`config.mk`:
```
export PLATFORM = sky130hd
export DESIGN_NAME = hazard_ctrl
export DESIGN_NICKNAME = d
export VERILOG_FILES = /design/src/rtl/hazard_pkg.sv /design/src/rtl/sat_counter.sv /design/src/rtl/hazard_ctrl.sv
export SDC_FILE = /design/constraint.sdc
export NUM_CORES = 1
export LEC_CHECK = 0
export CORE_ASPECT_RATIO = 0.6
export CORE_MARGIN = 2
export CORE_UTILIZATION = 46
export DETAILED_ROUTE_END_ITERATION = 6
export GPL_TIMING_DRIVEN = 0
export PLACE_DENSITY = 0.87
export SETUP_SLACK_MARGIN = 0.2
export SLEW_MARGIN = 10
export SYNTH_ARGS = -nofsm -noshare
export SYNTH_HDL_FRONTEND = slang
export SYNTH_SLANG_ARGS = --single-unit
```
`constraint.sdc`:
```
create_clock -name clk_i -period 2.3 [get_ports clk_i]
set_input_delay 0.345 -clock clk_i [delete_from_list [all_inputs] [get_ports clk_i]]
set_output_delay 0.345 -clock clk_i [all_outputs]
set_load 0.01 [all_outputs]
```
`src/rtl/hazard_pkg.sv`:
```
// Shared types and constants for the pipeline hazard controller.
package hazard_pkg;

    typedef enum logic {
        RUN     = 1'b0,
        MD_BUSY = 1'b1
    } state_t;

    localparam int         MD_CNT_W = 4;
    localparam logic [4:0] REG_ZERO = 5'd0;

endpackage

```
`src/rtl/sat_counter.sv`:
```
// Saturating up-counter with synchronous clear; holds at all-ones instead of wrapping.
module sat_counter #(
    parameter int W = 16
) (
    input  logic         clk,
    input  logic         srst,
    input  logic         clr,
    input  logic         inc,
    output logic [W-1:0] q
);

    logic [W-1:0] q_reg;

    // Clear beats increment when both arrive in the same cycle.
    always_ff @(posedge clk) begin
        if (srst || clr) begin
            q_reg <= '0;
        end else if (inc && (q_reg != {W{1'b1}})) begin
            q_reg <= q_reg + W'(1);
        end
    end

    assign q = q_reg;

endmodule

```
`src/rtl/hazard_ctrl.sv`:
```
// Stall / bubble / flush sequencing for the 5-stage core: load-use, multi-cycle
// mult/div occupancy of EX, and taken-branch flush resolved in MEM.
module hazard_ctrl
    import hazard_pkg::*;
#(
    parameter int MD_LAT = 4,
    parameter int CNT_W  = 16
) (
    input  logic             clk_i,
    input  logic             rst_i,
    input  logic [4:0]       id_rs_i,
    input  logic [4:0]       id_rt_i,
    input  logic             id_uses_rt_i,
    input  logic [4:0]       id_ex_rt_i,
    input  logic             id_ex_memread_i,
    input  logic             md_start_i,
    input  logic             branch_taken_i,
    input  logic             cnt_clr_i,
    output logic             pc_write_o,
    output logic             if_id_write_o,
    output logic             id_ex_write_o,
    output logic             if_id_flush_o,
    output logic             id_ex_flush_o,
    output logic             ex_mem_flush_o,
    output logic             md_done_o,
    output logic             md_abort_o,
    output logic             busy_o,
    output logic [CNT_W-1:0] stall_cnt_o,
    output logic [CNT_W-1:0] flush_cnt_o
);

    localparam logic [MD_CNT_W-1:0] MD_RELOAD = MD_CNT_W'(MD_LAT - 2);

    state_t              state_reg;
    logic [MD_CNT_W-1:0] md_cnt_reg;
    logic                in_busy;
    logic                load_use;

    assign in_busy = (state_reg == MD_BUSY);

    // $0 is never a real dependency, so a load targeting it cannot stall.
    assign load_use = id_ex_memread_i && (id_ex_rt_i != REG_ZERO) &&
                      ((id_ex_rt_i == id_rs_i) ||
                       (id_uses_rt_i && (id_ex_rt_i == id_rt_i)));

    always_ff @(posedge clk_i) begin
        if (rst_i) begin
            state_reg  <= RUN;
            md_cnt_reg <= '0;
        end else if (branch_taken_i) begin
            state_reg  <= RUN;
            md_cnt_reg <= '0;
        end else begin
            case (state_reg)
                RUN: begin
                    if (md_start_i) begin
                        state_reg  <= MD_BUSY;
                        md_cnt_reg <= MD_RELOAD;
                    end
                end
                MD_BUSY: begin
                    if (md_cnt_reg == '0) begin
                        state_reg <= RUN;
                    end else begin
                        md_cnt_reg <= md_cnt_reg - MD_CNT_W'(1);
                    end
                end
                default: begin
                    state_reg  <= RUN;
                    md_cnt_reg <= '0;
                end
            endcase
        end
    end

    always_comb begin
        pc_write_o     = 1'b1;
        if_id_write_o  = 1'b1;
        id_ex_write_o  = 1'b1;
        if_id_flush_o  = 1'b0;
        id_ex_flush_o  = 1'b0;
        ex_mem_flush_o = 1'b0;
        md_done_o      = 1'b0;
        md_abort_o     = 1'b0;
        if (rst_i) begin
            pc_write_o     = 1'b0;
            if_id_write_o  = 1'b0;
            id_ex_write_o  = 1'b0;
            if_id_flush_o  = 1'b1;
            id_ex_flush_o  = 1'b1;
            ex_mem_flush_o = 1'b1;
        end else if (branch_taken_i) begin
            if_id_flush_o  = 1'b1;
            id_ex_flush_o  = 1'b1;
            ex_mem_flush_o = 1'b1;
            md_abort_o     = in_busy || md_start_i;
        end else if (in_busy || md_start_i) begin
            // Freeze the front end and feed bubbles into MEM while EX is occupied.
            pc_write_o     = 1'b0;
            if_id_write_o  = 1'b0;
            id_ex_write_o  = 1'b0;
            ex_mem_flush_o = 1'b1;
            md_done_o      = in_busy && (md_cnt_reg == '0);
        end else if (load_use) begin
            pc_write_o    = 1'b0;
            if_id_write_o = 1'b0;
            id_ex_flush_o = 1'b1;
        end
    end

    assign busy_o = in_busy && !rst_i;

    sat_counter #(.W(CNT_W)) u_stall_cnt (
        .clk  (clk_i),
        .srst (rst_i),
        .clr  (cnt_clr_i),
        .inc  (!pc_write_o),
        .q    (stall_cnt_o)
    );

    sat_counter #(.W(CNT_W)) u_flush_cnt (
        .clk  (clk_i),
        .srst (rst_i),
        .clr  (cnt_clr_i),
        .inc  (branch_taken_i),
        .q    (flush_cnt_o)
    );

endmodule

```
==> impl_results.md, run 1 <==
- Post-synth EDFFs: 0
- Gr usage total: 0.2320
- Clock Latency Late Sink: between 200 and 300 ps
- Cell Pwr Density: 464.9 nW/um^2
- Initial antenna violation count: 0
- CP Max Fanout: 3
- Crit path cell chain: clkdlybuf4s15_1 > or4_4 > o21ai_2 > nor2_1 > a21oi_2 > buf_4 > clkdlybuf4s15_2
- Multi-input gate area: roughly 1200 um^2
- Number of detailed-route iterations in the first pass: 4
- Top Ports: 63
- Max VDD drop: about 0.36 mV
- CP top delay family: buffers and inverters
- Async SR Flop Fraction: 0
- Finished Core Util: 0.7067
- F_max: 457.4 MHz
- DR WL/cell: 14.69 um
- Chip Width: approximately 90 um
- Crit path kind: in2out
- Worst-path clk slew: approximately 70 ps
- Die area: 4827 um^2
- Root Buffer: clkbuf_8
- Gpl congestion: 0.8262
- Synth Cell Area: around 2000 um^2
- Post-DP Area: 2655 um^2
- Register area share after synthesis: 0.3771
- Largest area contributor in the netlist: dfxtp_1
- Port Buffer Count: 61
- Grt ovf: 0
- Share of cells above drive strength 1: 0.1561
- Status: finished clean
- Nets: 338
- Final Skew: roughly 6.2 ps
- Slew headroom: 0.6681
- Gate Count Post-Synth: 238
- TritonCTS Buffers: 5
- CTS tree: yes
- DRT iter0 DRCs: between 80 and 90
- Die height: ~55 um
- YS warnings: 0
- Pins Over Slew Limit: 0
- Prevailing post-synth register cell: dfxtp_1
- Leakage power figure: 1.165 nW
- CP required: 1960 ps
- Synth cell count leaders: dfxtp_1 (37), nor2_1 (31), nand2_1 (19)
- Filler cell count: 328
- Syn Area/Cell: 8.254 um^2
- First-pass GRT wire length: 8.500 mm
- Critical Path Sink Type: output port
- Worst-margin pin slew: 497.8 ps
- H-tree Lvls: 2
- Vias: 2021
- # rows: 18
- # clock sinks: 37
- Pin count of the biggest net entering global routing: 12
- Wirelength, routed: 5.495 mm
- Critical-path cell with the highest stage delay: or4_4
- Critical Path AT: 1840 ps
- Type of origin of the critical path: primary input
- Hold Path Class: reg2reg
- Core Area: 4099 um^2
- Final ANT Viol Nets: 0
- Area delta synth->final: 47.45%
- Design area: 2897 um^2
- Vias/cell: ~5.4
- Fin crit share: 0.9505
- DRC errors left: 0
- Final count of negative-setup-slack endpoints: 0
- Share of the synthesized area in the top cell type: 0.3771
- Count leader, synth: dfxtp_1
- RSZ-0062 raised after global routing: yes
- Overall power: about 1.3 mW
- # diodes: 0
- CP max stage delay: approximately 450 ps
- Hold_ws: ~470 ps
- Top cells by area, synth: dfxtp_1 (38%), xnor2_1 (6.2%), nor2_1 (5.9%)
- CP bufs+invs: 3
- Initial Utilization: 0.4792
- DP HPWL: 3.747 mm
- Max cap viols: 0
- Final hold vios: 0
- Post-synthesis cell type count: 40
- Count of state elements after synthesis: 37
- Hold_buf cts: 0
- Post-layout min period: around 2200 ps
- Vias in the first global route: 1790
- Register Area: 749.5 um^2
- CTS max path bufs: 2
- Post-synth net total: 263
metal layers:
layer  share of wire  track usage  up-vias
met5               0            0        -
met4          0.0093      0.05808        0
li1                -            -     1001
met3           0.070      0.06486        6
met2            0.46       0.3709       72
met1            0.46       0.3138      942
where the power goes:
group / switching (mW) / internal, mW / total, mW
Combinational: 0.0911 / 0.0971 / 0.188
Sequential: 0.00803 / 0.646 / 0.654
Clock: 0.233 / 0.271 / 0.504
worst reg2reg max path: stages (launching register included):
cell	delay [ps]
dfxtp_1	440
nand4_4	170
nor4_4	400
a311oi_2	200
a22oi_4	190
buf_6	140
buf_12	120
mux2i_1	190
nor2_1	50
repair_timing:
item,4_1_cts,5_1_grt
setup endpoints to repair,21,19
resized for setup,32,25
setup buffers,3,4
pin swaps,7,10
worst paths after layout:
kind	slack (ps)	startpoint	cells past startpoint	endpoint
worst min register to register	470	md_cnt_reg[1]$_SDFFE_PP0P_	2	md_cnt_reg[1]$_SDFFE_PP0P_
worst max-delay path	110	id_ex_rt_i[4]	7	pc_write_o
worst min-delay path	470	md_cnt_reg[1]$_SDFFE_PP0P_	2	md_cnt_reg[1]$_SDFFE_PP0P_
worst max register to register	270	u_stall_cnt.q[8]$_SDFFE_PP0P_	8	u_stall_cnt.q[1]$_SDFFE_PP0P_
cells in the final DEF, fill, tap and decap left out, types with 2 or more instances in the layout:
cell type and count:
a21oi_1 17, and3_1 6, buf_4 8, buf_6 2, clkbuf_1 4, clkbuf_2 3, clkbuf_8 7, clkdlybuf4s15_2 2
clkdlybuf4s50_1 40, dfxtp_1 30, dfxtp_2 7, dlygate4sd2_1 4, dlymetal6s2s_1 10, ha_1 2, inv_1 7, mux2i_1 2
nand2_1 19, nand3_1 16, nand4_1 8, nor2_1 29, nor2b_1 3, nor3_1 4, o211a_1 2, o21ai_0 2
o21ai_1 9, o31ai_1 4, or2_2 2, or3_1 10, or4_1 4, xnor2_1 14, xor2_1 10
cell families after synthesis:
kind of cell	count (synthesis)	share of synthesized area
AOI/OAI and AO/OA	45	0.1452
buffers and inverters	14	0.04077
xor gates and xnor gates	24	0.1070
and+or+nand+nor	113	0.3006
muxes	2	0.01019
adders and majority gates	3	0.01911
DFF	37	0.3771
through the flow:
step	TNS, ps	instances	setup WS (ps)
after global routing	0	374	47.44
final	0	374	113.9
after CTS	0	370	31.17
after floorplan	0	238	252.9
after detailed placement	-5176	359	-618.2
after global placement	-4728	359	-598.3
layout make-up:
class | count | area share
Clock buffer | 7 | 0.03326
Buffer | 7 | 0.01857
Clock inverter | 1 | 0.001728
Multi-Input combinational cell | 187 | 0.4207
Sequential cell | 37 | 0.2587
Timing Repair Buffer | 68 | 0.2320
Inverter | 7 | 0.009071
Tap cell | 60 | 0.02592
Power figures use the tool's default switching activity.
==> inputs of run 2 (changes only) <==
CTS_CLUSTER_SIZE = 28   (was unset)
==> results of run 2 <==
The final DEF is identical to that of run 1; final timing and power are the same.
